===== config.mk =====
export PLATFORM = sky130hd
export DESIGN_NAME = bus_arbiter
export DESIGN_NICKNAME = d
export VERILOG_FILES = /design/src/rtl/bus_arbiter.sv
export SDC_FILE = /design/constraint.sdc
export NUM_CORES = 1
export LEC_CHECK = 0
export CAP_MARGIN = 30
export CORE_AREA = 2 2 50 64
export DETAILED_ROUTE_END_ITERATION = 8
export DIE_AREA = 0 0 52 66
export PLACE_DENSITY = 0.7
export SYNTH_ARGS = -nofsm -noshare
export SYNTH_HDL_FRONTEND = slang
export SYNTH_SLANG_ARGS = --single-unit

===== constraint.sdc =====
create_clock -name clk -period 1.8 [get_ports clk]
set_input_delay 0.18 -clock clk [delete_from_list [all_inputs] [get_ports clk]]
set_output_delay 0.18 -clock clk [all_outputs]
set_load 0.05 [all_outputs]

===== src/rtl/bus_arbiter.sv =====
// Two-master bus arbiter: round-robin IDLE->GRANT->BUSY->RELEASE, all outputs registered, grant 1 cycle after the request
// is sampled; BUSY ends on the selected slave's done, owner req drop or TIMEOUT, with one RELEASE cycle before re-arbitration.
module bus_arbiter #(
    parameter int TIMEOUT = 255
) (
    input  logic       clk,
    input  logic       reset,
    input  logic       m1_req,
    input  logic       m2_req,
    input  logic       m1_rw,
    input  logic       m2_rw,
    input  logic [1:0] m1_slave_sel,
    input  logic [1:0] m2_slave_sel,
    input  logic [2:0] s_rx_done,
    input  logic [2:0] s_tx_done,
    output logic       m1_grant,
    output logic       m2_grant,
    output logic       mst_sel,
    output logic [2:0] slave_en,
    output logic       bus_busy,
    output logic       timeout_err,
    output logic       sel_err
);
    typedef enum logic [1:0] {ST_IDLE, ST_GRANT, ST_BUSY, ST_RELEASE} state_t;

    localparam logic [7:0] LP_CNT_LAST = 8'(TIMEOUT - 1);

    state_t     r_state, w_state_nxt;
    logic       r_owner, r_rw, r_last;
    logic [1:0] r_sel;
    logic [7:0] r_cnt;

    logic       r_m1_grant, r_m2_grant, r_mst_sel, r_bus_busy, r_timeout_err, r_sel_err;
    logic [2:0] r_slave_en;
    logic       w_m1_grant_nxt, w_m2_grant_nxt, w_mst_sel_nxt, w_bus_busy_nxt;
    logic       w_timeout_err_nxt, w_sel_err_nxt;
    logic [2:0] w_slave_en_nxt;

    logic       w_m1_vld, w_m2_vld, w_any_vld, w_pick_m2, w_pick_rw;
    logic [1:0] w_pick_sel;
    logic       w_owner_req, w_done, w_tmo, w_rel;

    assign w_m1_vld    = m1_req && (m1_slave_sel != 2'd3);
    assign w_m2_vld    = m2_req && (m2_slave_sel != 2'd3);
    assign w_any_vld   = w_m1_vld || w_m2_vld;
    // r_last = 1 means master 2 owned the bus last, so master 1 wins a tie
    assign w_pick_m2   = w_m2_vld && (!w_m1_vld || !r_last);
    assign w_pick_sel  = w_pick_m2 ? m2_slave_sel : m1_slave_sel;
    assign w_pick_rw   = w_pick_m2 ? m2_rw : m1_rw;
    assign w_owner_req = r_owner ? m2_req : m1_req;
    assign w_done      = r_rw ? s_tx_done[r_sel] : s_rx_done[r_sel];
    assign w_tmo       = (r_cnt == LP_CNT_LAST);
    assign w_rel       = w_done || !w_owner_req || w_tmo;

    always_ff @(posedge clk or negedge reset) begin
        if (!reset) begin
            r_state       <= ST_IDLE;
            r_owner       <= 1'b0;
            r_rw          <= 1'b0;
            r_sel         <= 2'd0;
            r_last        <= 1'b1;
            r_cnt         <= 8'd0;
            r_m1_grant    <= 1'b0;
            r_m2_grant    <= 1'b0;
            r_mst_sel     <= 1'b0;
            r_slave_en    <= 3'b000;
            r_bus_busy    <= 1'b0;
            r_timeout_err <= 1'b0;
            r_sel_err     <= 1'b0;
        end else begin
            r_state <= w_state_nxt;
            if (r_state == ST_IDLE && w_any_vld) begin
                r_owner <= w_pick_m2;
                r_rw    <= w_pick_rw;
                r_sel   <= w_pick_sel;
            end
            if (r_state == ST_GRANT) begin
                r_cnt <= 8'd0;
            end else if (r_state == ST_BUSY) begin
                r_cnt <= r_cnt + 8'd1;
            end
            if (r_state == ST_RELEASE) begin
                r_last <= r_owner;
            end
            r_m1_grant    <= w_m1_grant_nxt;
            r_m2_grant    <= w_m2_grant_nxt;
            r_mst_sel     <= w_mst_sel_nxt;
            r_slave_en    <= w_slave_en_nxt;
            r_bus_busy    <= w_bus_busy_nxt;
            r_timeout_err <= w_timeout_err_nxt;
            r_sel_err     <= w_sel_err_nxt;
        end
    end

    always_comb begin
        w_state_nxt = r_state;
        case (r_state)
            ST_IDLE:    if (w_any_vld) w_state_nxt = ST_GRANT;
            ST_GRANT:   w_state_nxt = ST_BUSY;
            ST_BUSY:    if (w_rel) w_state_nxt = ST_RELEASE;
            ST_RELEASE: w_state_nxt = ST_IDLE;
            default:    w_state_nxt = ST_IDLE;
        endcase
    end

    // Next values of the registered outputs
    always_comb begin
        w_m1_grant_nxt    = 1'b0;
        w_m2_grant_nxt    = 1'b0;
        w_mst_sel_nxt     = r_mst_sel;
        w_slave_en_nxt    = 3'b000;
        w_bus_busy_nxt    = 1'b0;
        w_timeout_err_nxt = 1'b0;
        w_sel_err_nxt     = 1'b0;
        case (r_state)
            ST_IDLE: begin
                w_sel_err_nxt = (m1_req && m1_slave_sel == 2'd3) ||
                                (m2_req && m2_slave_sel == 2'd3);
                if (w_any_vld) begin
                    w_m1_grant_nxt = !w_pick_m2;
                    w_m2_grant_nxt = w_pick_m2;
                    w_mst_sel_nxt  = w_pick_m2;
                    w_slave_en_nxt = 3'b001 << w_pick_sel;
                    w_bus_busy_nxt = 1'b1;
                end
            end
            ST_GRANT: begin
                w_m1_grant_nxt = r_m1_grant;
                w_m2_grant_nxt = r_m2_grant;
                w_slave_en_nxt = r_slave_en;
                w_bus_busy_nxt = 1'b1;
            end
            ST_BUSY: begin
                if (w_rel) begin
                    w_timeout_err_nxt = !w_done && w_owner_req && w_tmo;
                end else begin
                    w_m1_grant_nxt = r_m1_grant;
                    w_m2_grant_nxt = r_m2_grant;
                    w_slave_en_nxt = r_slave_en;
                    w_bus_busy_nxt = 1'b1;
                end
            end
            default: ;
        endcase
    end

    assign m1_grant    = r_m1_grant;
    assign m2_grant    = r_m2_grant;
    assign mst_sel     = r_mst_sel;
    assign slave_en    = r_slave_en;
    assign bus_busy    = r_bus_busy;
    assign timeout_err = r_timeout_err;
    assign sel_err     = r_sel_err;
endmodule

# Word level (Yosys, flattened, before mapping)

Index checks and enable logic that the tools add are counted.
Widths: inputs -> output; s select.

Flip-flop bits (word level): 24
Input bits: 16
Output and inout bits: 9
Word-level logic and storage cells: 77

Add/subtract/negate cells: 1
Magnitude comparators: 1
Equal/unequal tests: 10
Shift operators: 1
Mux-type cells: 27
Bitwise operators: 1
Reductions and logical operators: 23

Operators by type and width:

| cell                | number |
|---|---|
| $mux 8              | 2 |
| $mux 1              | 13 |
| $pmux 1 s3          | 3 |
| $pmux 3 s3          | 1 |
| $add 8x1->8 const B | 1 |
| $eq 2x2->1 const B  | 4 |
| $eq 8x8->1 const B  | 1 |
| $logic_and 1x1->1   | 8 |
| $ne 2x2->1 const B  | 4 |
| $pmux 2 s4          | 1 |
| $mux 2              | 3 |
| $mux 3              | 2 |
| $reduce_and 2->1    | 3 |
| $logic_not 1->1     | 5 |
| $logic_or 1x1->1    | 5 |
| $bmux 1 s2          | 2 |
| $lt 2x3->1 const B  | 1 |
| $shl 1x2->3 const A | 1 |
| $eq 2x1->1 const B  | 1 |
| $logic_not 2->1     | 1 |
| $reduce_bool 2->1   | 1 |
| $not 1->1           | 1 |

# Longest topological paths before layout

Depth after elaboration: 9
Depth in mapped cells: 6
Gate-level depth less buffers: 6

# Worst setup path after synthesis

No wires, ideal clock.

Path kind: register -> register
From: reg r_owner
To: reg r_state[1]
Library setup time: 0.125 ns
Arrival time: 1.650 ns
Data required time: 1.675 ns
Setup slack: 0.025 ns
Stages on the path, launching flop included: 5
Path buffers: 0
Cell sequence: dfrtp_1 mux2_2 o311ai_4 o31ai_2 mux2_4

Longest elaborated chain between the ends: 6

Ends and longest elaborated chain:

| element                           | RTL line | source |
|---|---|---|
| start, declared                   | 29       | `logic r_owner, r_rw, r_last;` |
| start signal, assigned            | 73       | `r_owner <= w_pick_m2;` |
| $mux 1                            | 50       | `assign w_owner_req = r_owner ? m2_req : m1_req;` |
| $logic_not 1->1                   | 53       | `assign w_rel = w_done \|\| !w_owner_req \|\| w_tmo;` |
| $logic_or 1x1->1 (2 in a row)     | 53       |  |
| $ne 2x2->1 (no source line)       | n/a      |  |
| $reduce_and 2->1 (no source line) | n/a      |  |
| end signal, assigned              | 71       | `r_state <= w_state_nxt;` |
| end, declared                     | 28       | `state_t r_state, w_state_nxt;` |

Every way passes these cells.
A chain may end at the register's enable or synchronous reset.

==> flow_summary.toml <==
[run_status]
status = "finished, final reports clean"

[power]
p_int_uw = 1490
p_clk_frac = 0.090
netSwitchingPower_uw = 1230
p_per_area_nw_per_um2 = 1570
power_frac_comb = 0.567
seq_power_share = 0.344
p_sw_frac = 0.453
leakage_uw = 0.000743
max-vdd-ir-drop_v = 0.000943

[sta]
hold_violations = 0
timing.fmax_ghz = 0.569
maxSlewViolCount = 0
setup_viol = 0
post-route-period-util = 0.977
tns_ns = 0
rsz0062_at_grt = "false"
fin_skew_ns = 0.00354
slew_headroom = 0.656
worst_slew_pin_slew_ns = 0.514
hold_ws_ns = 0.202
finalCriticalPeriod_ns = 1.76

[synthesis]
synth_area_um2 = 1360
ys_warn_count = 0
synthTopCellsByCount = "dfrtp_1 (22), inv_1 (9), nand2_1 (9)"
ys.flop_type = "dfrtp_1"
yosysUniqueCellTypes = 40
synth_nets = 149
synth-seq-cells = 23
yosysMostFrequentCell = "dfrtp_1"
yosysTopAreaCell = "dfrtp_1"
post_synth.cell_area_avg_um2 = 10.8
synth_top_area_share = 0.404
yosys-top-cells-area = "dfrtp_1 (40%), ha_1 (6.4%), mux2i_1 (5.1%)"
synth_edf_count = 0
syn_inst = 126
synth_seq_area_share = 0.423
async_flop_share = 1.00

[place]
gp_congestion = 0.849
dp_hpwl_um = 2410
portBuffers = 24

[floorplanning]
io_pins = 25
core_um2 = 2840
start_util = 0.481
die_x_um = 52
die_height_um = 66
dieArea_um2 = 3430
core.rowCount = 22

[global_route]
antenna_found_initial = 0
grt_pass1_wl_um = 5330
grt_overflow_total = 0
grt_pass1_vias = 1219
grt_usage = 0.212
grt_max_degree = 24

[route]
wl_met2_um = 1530
drcViolationCount = 0
vias = 1101
avgViaCountPerCell = 5.62
antenna_left = 0
finalWirelength_um = 3050
wl_met1_um = 1220
drtPass1Iterations = 4
dr_wl_met3_um = 171
wire_per_inst_um = 15.6
drtIter0Drc = 20
top_layer = "met4"

[clock_network]
cts_setup_buffers = 0
hold_buffers = 0
worst_skew_pair.late_latency_ns = 0.32
cts_tree = "yes"
cts.sinks = 23
clk_pin_slew_ns = 0.12
h-tree-depth = 1
clockBufferDepth = 2
numCtsBuffers = 3
postCtsResizedCells = 0
clock-root-buffer = "clkbuf_4"

[setup_path]
reg2reg_from = "r_cnt[0]"
max_stage_delay_ns = 0.83
worstPathArrival_ns = 1.58
reg2reg_setup_slack_ns = 0.12
crit_slowest_cell = "clkdlybuf4s50_1"
r2r_cells = 5
crit_path_max_fanout = 4
reg2reg_to = "r_state[1]"
crit_path_start = "r_owner"
cp_cell_sequence = "clkdlybuf4s50_1"
worstSetupPathType = "reg2out"
cp.required_ns = 1.62
cp.depth = 1
worstSetupEndpoint = "mst_sel"
cp-start-kind = "flip-flop"
critPathBufInv = 1
crit_path_end_kind = "primary output"
path_delay_family = "buffers and inverters"

[final_layout]
nNetsFinal = 184
drive_above_1_share = 0.181
antenna_cells = 0
syn2layout_area_growth_pct = 27.0
nFillCells = 249

[run]
max_cap_violations = 0

[hold_path]
min_path_type = "in2async"
==> registers in the layout, summed over array words and instances, names as in the netlist <==
signal       count
r_cnt            8
slave_en         3
r_sel            2
r_state          2
bus_busy         1
m1_grant         1
m2_grant         1
r_last           1
r_owner          1
r_rw             1
sel_err          1
timeout_err      1
==> per-layer routing <==
| metal | track usage | vias to the layer above |
|---|---|---|
| met3 | 0.0294 | 11 |
| met1 | 0.240 | 524 |
| met5 | 0 | - |
| met2 | 0.367 | 35 |
| li1 | - | 531 |
| met4 | 0.128 | 0 |
==> logic make-up (layout without fill, tap and decap cells) <==
family          Yosys count  after routing  share of synthesized area
buf+inv                  12             46                     0.0330
flops                    23             23                      0.423
xor+xnor                  3              3                     0.0193
compound gates           34             34                      0.235
fa+ha+maj                 7              7                     0.0642
mux                      12             12                     0.0954
simple gates             35             35                      0.130
==> stage by stage <==
stage | setup WS [ns] | power [uW] | cell area [um^2] | util | instances
2_1_floorplan | 0.0251 | 2020 | 1360 | - | 126
3_3_place_gp | 0.0691 | 2460 | 1710 | 0.602 | 192
3_5_place_dp | 0.0241 | 2500 | 1710 | 0.602 | 192
4_1_cts | 0.0412 | 2750 | 1730 | 0.611 | 196
5_1_grt | 0.00436 | 2930 | 1730 | 0.611 | 196
6_report | 0.0418 | 2720 | 1730 | 0.611 | 196
==> area by class of cell <==
type                       instances  area, um^2  area share
multi-input combinational         91         742       0.428
sequential                        23         577       0.333
timing repair buffer              33         308       0.178
tap                               36        45.0      0.0260
inverter                           9        33.8      0.0195
clock buffer                       4        26.3      0.0152
==> worst min-delay path by stage <==
stage,end,startpoint
6_report,slave_en[2],reset
5_1_grt,slave_en[2],reset
3_5_place_dp,m2_grant,m2_grant
3_3_place_gp,m1_grant,m1_grant
4_1_cts,slave_en[2],reset
2_1_floorplan,bus_busy,reset
==> power groups by stage <==
stage | Clock (uW) | Combinational [uW] | Sequential (uW)
2_1_floorplan | 0 | 901 | 1120
3_3_place_gp | 0 | 1520 | 940
3_5_place_dp | 0 | 1550 | 948
4_1_cts | 250 | 1560 | 939
5_1_grt | 271 | 1690 | 971
6_report | 244 | 1540 | 936
==> placed cells by master, fill, tap and decap left out, types with 3 or more instances in the layout <==
master	instances
ha_1	7
inv_1	9
clkbuf_4	3
dfrtp_1	22
buf_4	9
a21bo_2	3
a21oi_1	6
nor3_1	3
nor2_1	5
mux2_2	4
mux2i_1	7
nand3_1	7
nand2_1	9
o22ai_1	3
clkdlybuf4s50_1	24
o21ai_0	4
Power figures use the tool's default switching activity.
==> edit 1, RTL diff (same flow settings) <==
Reset style: synchronous (`reset`), changed in one clocked block.
--- a/src/rtl/bus_arbiter.sv
+++ b/src/rtl/bus_arbiter.sv
@@ -52,7 +52,7 @@
     assign w_tmo       = (r_cnt == LP_CNT_LAST);
     assign w_rel       = w_done || !w_owner_req || w_tmo;
 
-    always_ff @(posedge clk or negedge reset) begin
+    always_ff @(posedge clk) begin
         if (!reset) begin
             r_state       <= ST_IDLE;
             r_owner       <= 1'b0;
Behaviour: differs if reset is asserted again (counterexample within 4 cycles, from zero or initial values and one cycle with reset low); with reset held inactive, the same outputs for 10 cycles.
==> edit 1 against the original RTL <==
  * Sequential cell count is the same
  * Wire length shrank 19%
  * Via count shrank 6.9%
  * Largest cell class unchanged
  * Highest routed layer unchanged
  * Final area shrank 8.7%
  * First-iteration DRC count shrank 25%
  * Register-to-register slack gained 0.08 ns
  * Setup slack gained 0.098 ns
  * Synthesized area shrank 10%
  * Count of clock-buffer cells in the layout is the same
Power is not compared: it rests on default switching activity, and its combinational part moved more than twofold at a synthesized area within 25%.
==> edit 1: results (changes against the original RTL) <==
STA
  – Setup Skew: 0.00633 ns (+0.00279 ns)

Power and ir drop
  – Peak supply drop: 0.000450 V

Critical path
  – Max incr delay on CP: 0.81 ns (-0.02 ns)
  – CP Data Arrival Time: 1.48 ns (-0.10 ns)
  – Critical path peak fanout: 2 (-2)

Yosys
  – Adder-cell share of the synthesized area: 7.16% (+0.74 points)
  – Most common flop cell mapped by yosys: dfxtp_1
  – Synth area leaders: dfxtp_1 38%, mux2i_1 9.8%, ha_1 7.2%
  – Post-synthesis compound-gate area fraction: 13.1% (-10 points)
  – Synth Net Count: 157 (+5.4%)
  – Synth cell types: 37 (-7.5%)
  – Sequential share of the synthesized area: 37.7% (-4.6 points)
  – Mux cell area share after synthesis: 10.7% (+1.2 points)
  – Async S/R FF share, synth: 0% (-100 points)
  – Top cells by count, synth: 23 x dfxtp_1, 19 x nand2_1, 13 x nor2_1, 12 x mux2i_1, 7 x ha_1

Detailed routing
  – First-iteration detailed-routing DRC count: 15 (-25%)
  – Final WL: 2470 um (-19%)
  – Via count: 1025 (-6.9%)

Placed design
  – Hpwl dp: 2070 um (-14%)
  – DP Area: 0.00155 mm^2 (-9.0%)
  – Routability Congestion: 0.782 (-7.8%)
  – Pre-CTS WS: -0.00890 ns (-0.0330 ns)

Global route
  – Gr usage total: 16.0% (-5.2 points)
  – First-pass GRT wire length: 4240 um (-21%)
  – Largest net degree at the start of global routing: 13 (-46%)
  – Vias in the first global route: 1072 (-12%)

Min path
  – Hold Path Class: input pin to flop

Status
  – Outcome: finished, final reports clean

Finish
  – Nets: 191 (+3.8%)
  – Max reg flops: 8 (unchanged)
  – Share of cells above drive strength 1: 11.4% (-6.7 points)
-- edit 1: changes by cell type after synthesis, sizes merged, moves of 5 or more --
cell,change
dfrtp,-22
inv,-5
dfxtp,+23
nor2,+9
mux2i,+5
nand2,+10
-- edit 1: worst paths after layout --
check | startpoint | end | slack [ns] | depth (start not counted)
setup / recovery | slave_en[0] | slave_en[0] | 0.14 | 1
hold / removal | m2_rw | r_rw | 0.44 | 3
setup reg to reg | r_state[0] | r_cnt[7] | 0.20 | 7
hold reg to reg | m2_grant | m2_grant | 0.48 | 2
-- edit 1: metal layers --
metal / GRT usage (%) / wire length (um)
met5: 0 / 0
met4: 4.93 / 31
met3: 2.71 / 83
met2: 30.2 / 1330
met1: 17.6 / 1020
-- edit 1: logic make-up after synthesis --
group                    Yosys count
flip-flops                        23
buffers and inverters              9
AND/OR/NAND/NOR                   57
AO/OA/AOI/OAI                     19
multiplexers                      13
adder cells (fa/ha/maj)            7
XOR/XNOR                           6
-- edit 1: per-stage QoR --
step | hold slack [ns] | power [mW] | cells
final | 0.439 | 1.70 | 203
after global routing | 0.453 | 1.82 | 203
after CTS | 0.437 | 1.72 | 203
after detailed placement | 0.453 | 1.48 | 199
after global placement | 0.448 | 1.47 | 199
after floorplan | 0.313 | 1.26 | 134
-- edit 1: timing repair --
item                                    in CTS  in global routing
gates resized for setup                      0                  1
endpoints found under the setup margin       0                  1
hold buffers                                 0                  0
buffers inserted                             0                  0
-- edit 1: final cells by class --
type                            count  area (um^2)  area share [%]
Tap cell                           36         45.0            2.85
Multi-Input combinational cell    102          716            45.3
Inverter                            4         15.0           0.950
Clock buffer                        4         26.3            1.66
Timing Repair Buffer               34          318            20.1
Sequential cell                    23          460            29.1
==> edit 2, RTL diff (config.mk and constraints unchanged) <==
Without the edit above. The parameter `TIMEOUT` goes from 255 to 128.
--- a/src/rtl/bus_arbiter.sv
+++ b/src/rtl/bus_arbiter.sv
@@ -1,7 +1,7 @@
 // Two-master bus arbiter: round-robin IDLE->GRANT->BUSY->RELEASE, all outputs registered, grant 1 cycle after the request
 // is sampled; BUSY ends on the selected slave's done, owner req drop or TIMEOUT, with one RELEASE cycle before re-arbitration.
 module bus_arbiter #(
-    parameter int TIMEOUT = 255
+    parameter int TIMEOUT = 128
 ) (
     input  logic       clk,
     input  logic       reset,
Check against the original RTL: no difference found for any inputs over 10 cycles, from zero or initial values and one cycle with reset low; that may be too few to reach the edited logic, so the function may still have changed.
==> edit 2 against the original RTL <==
  * Hold slack gained 0.015 ns
  * Sequential cell count is the same
  * Synthesized area shrank 5.0%
  * Global-route usage shrank 1.4 points
  * Total power shrank 1.3%
  * Wire length shrank 4.5%
  * Final area shrank 0.43%
  * First-iteration DRC count shrank 20%
  * Setup slack gained 0.055 ns
  * Largest power group unchanged
==> edit 2: results (changes against the original RTL) <==
Detailed routing
  – Wire length on met3: 77 um (-55%)
  – WL met1: 1170 um (-4.8%)
  – Met2 WL post-DR: 1640 um (+7.4%)
  – Final WL: 2920 um (-4.5%)
  – Initial DRT Pass Iterations: 4 (unchanged)
  – Vias per cell: 5.46 (-2.8%)
  – First-iteration detailed-routing DRC count: 16 (-20%)

STA
  – Slew margin rel.: 65.1% (-0.54 points)
  – Final hold slack: 0.217 ns (+0.0150 ns)
  – Setup Skew: 0.00667 ns (+0.00314 ns)

Critical path
  – Max incr delay on CP: 0.81 ns (-0.02 ns)
  – RR Endpoint: m1_grant
  – Critical path origin: r_owner
  – Reg-to-reg startpoint: r_state[0]
  – Setup crit end: mst_sel
  – Setup slack, reg-to-reg: 0.14 ns (+0.02 ns)
  – CP max-delay cell: clkdlybuf4s50_1
  – CP Data Arrival Time: 1.52 ns (-0.06 ns)

Power and ir drop
  – Peak supply drop: 0.000857 V (-9.1%)
  – Static Leak: 0.755 nW (+1.6%)
  – Share of total power in combinational logic: 56.3% (-0.4 points)
  – Sw Pwr: 1.18 mW (-4.1%)
  – Seq power: 0.939 mW (about the same)

Finish
  – Share of cells above drive strength 1: 19.3% (+1.1 points)
  – Nets: 184 (unchanged)

Placed design
  – Hpwl dp: 2330 um (-3.3%)
  – Routability Congestion: 0.772 (-9.1%)
  – PortBufs: 24 (unchanged)

Yosys
  – Synth area leaders: dfrtp_1 42%, ha_1 5.8%, mux2i_1 5.4%
  – Mux cell area share after synthesis: 9.75% (+0.21 points)
  – Sequential share of the synthesized area: 44.5% (+2.2 points)
  – Xor and xnor area share after synthesis: 1.35% (-0.58 points)
  – Yosys warnings: 0 (unchanged)
  – Top cells by count, synth: 22 x dfrtp_1, 10 x inv_1, 7 x mux2i_1, 7 x nand2_1
  – Synth Net Count: 143 (-4.0%)
  – Synth cell types: 40 (unchanged)
  – Adder-cell share of the synthesized area: 5.79% (-0.63 points)
  – Post-synthesis compound-gate area fraction: 21.6% (-1.9 points)

Clock network
  – Clock transition at path regs: 0.13 ns
  – Max clock buf depth: 2 (unchanged)
  – Cts bufs inserted: 3 (unchanged)
  – Clock Latency Late Sink: 0.30 ns (-0.02 ns)

Global route
  – Gr usage total: 19.8% (-1.4 points)
  – First-pass GRT wire length: 5090 um (-4.7%)
  – GRT busiest layer: met2
  – Vias in the first global route: 1167 (-4.3%)
  – Largest net degree at the start of global routing: 24 (unchanged)
  – Met1 Use GR: 21.0% (-3.0 points)
  – Grt met2 use: 38.9% (+2.2 points)
  – Antenna violations before repair: 0 (unchanged)

Status
  – Outcome: finished, final reports clean
edit 2: kinds of logic (layout without fill, tap and decap cells):
family          count (synthesis)  after routing
compound gates                 35             35
xor+xnor                        2              2
fa+ha+maj                       6              6
buf+inv                        12             52
flops                          23             23
mux                            12             12
simple gates                   31             31
edit 2: through the flow:
step                      worst slack, ns  std cells  area (um^2)  total power, mW  util (%)
after floorplan                    0.0977        121         1300             1.93         -
after global placement             0.0344        193         1680             2.39      59.2
after detailed placement          0.00449        193         1680             2.44      59.2
after CTS                          0.0688        197         1710             2.69      60.2
after global routing              0.00204        197         1720             2.91      60.8
final                              0.0966        197         1720             2.69      60.8
edit 2: final cells by class:
type,instances,area (um^2)
Fill cell,246,1110
Multi-Input combinational cell,86,692
Sequential cell,23,578
Timing Repair Buffer,38,345
Tap cell,36,45.0
Inverter,10,37.5
Clock buffer,4,26.3
edit 2: timing repair:
item / CTS / global route
hold endpoints to repair: 0 / 0
endpoints found under the setup margin: 0 / 3
gates resized for setup: 0 / 3
buffers inserted: 0 / 0
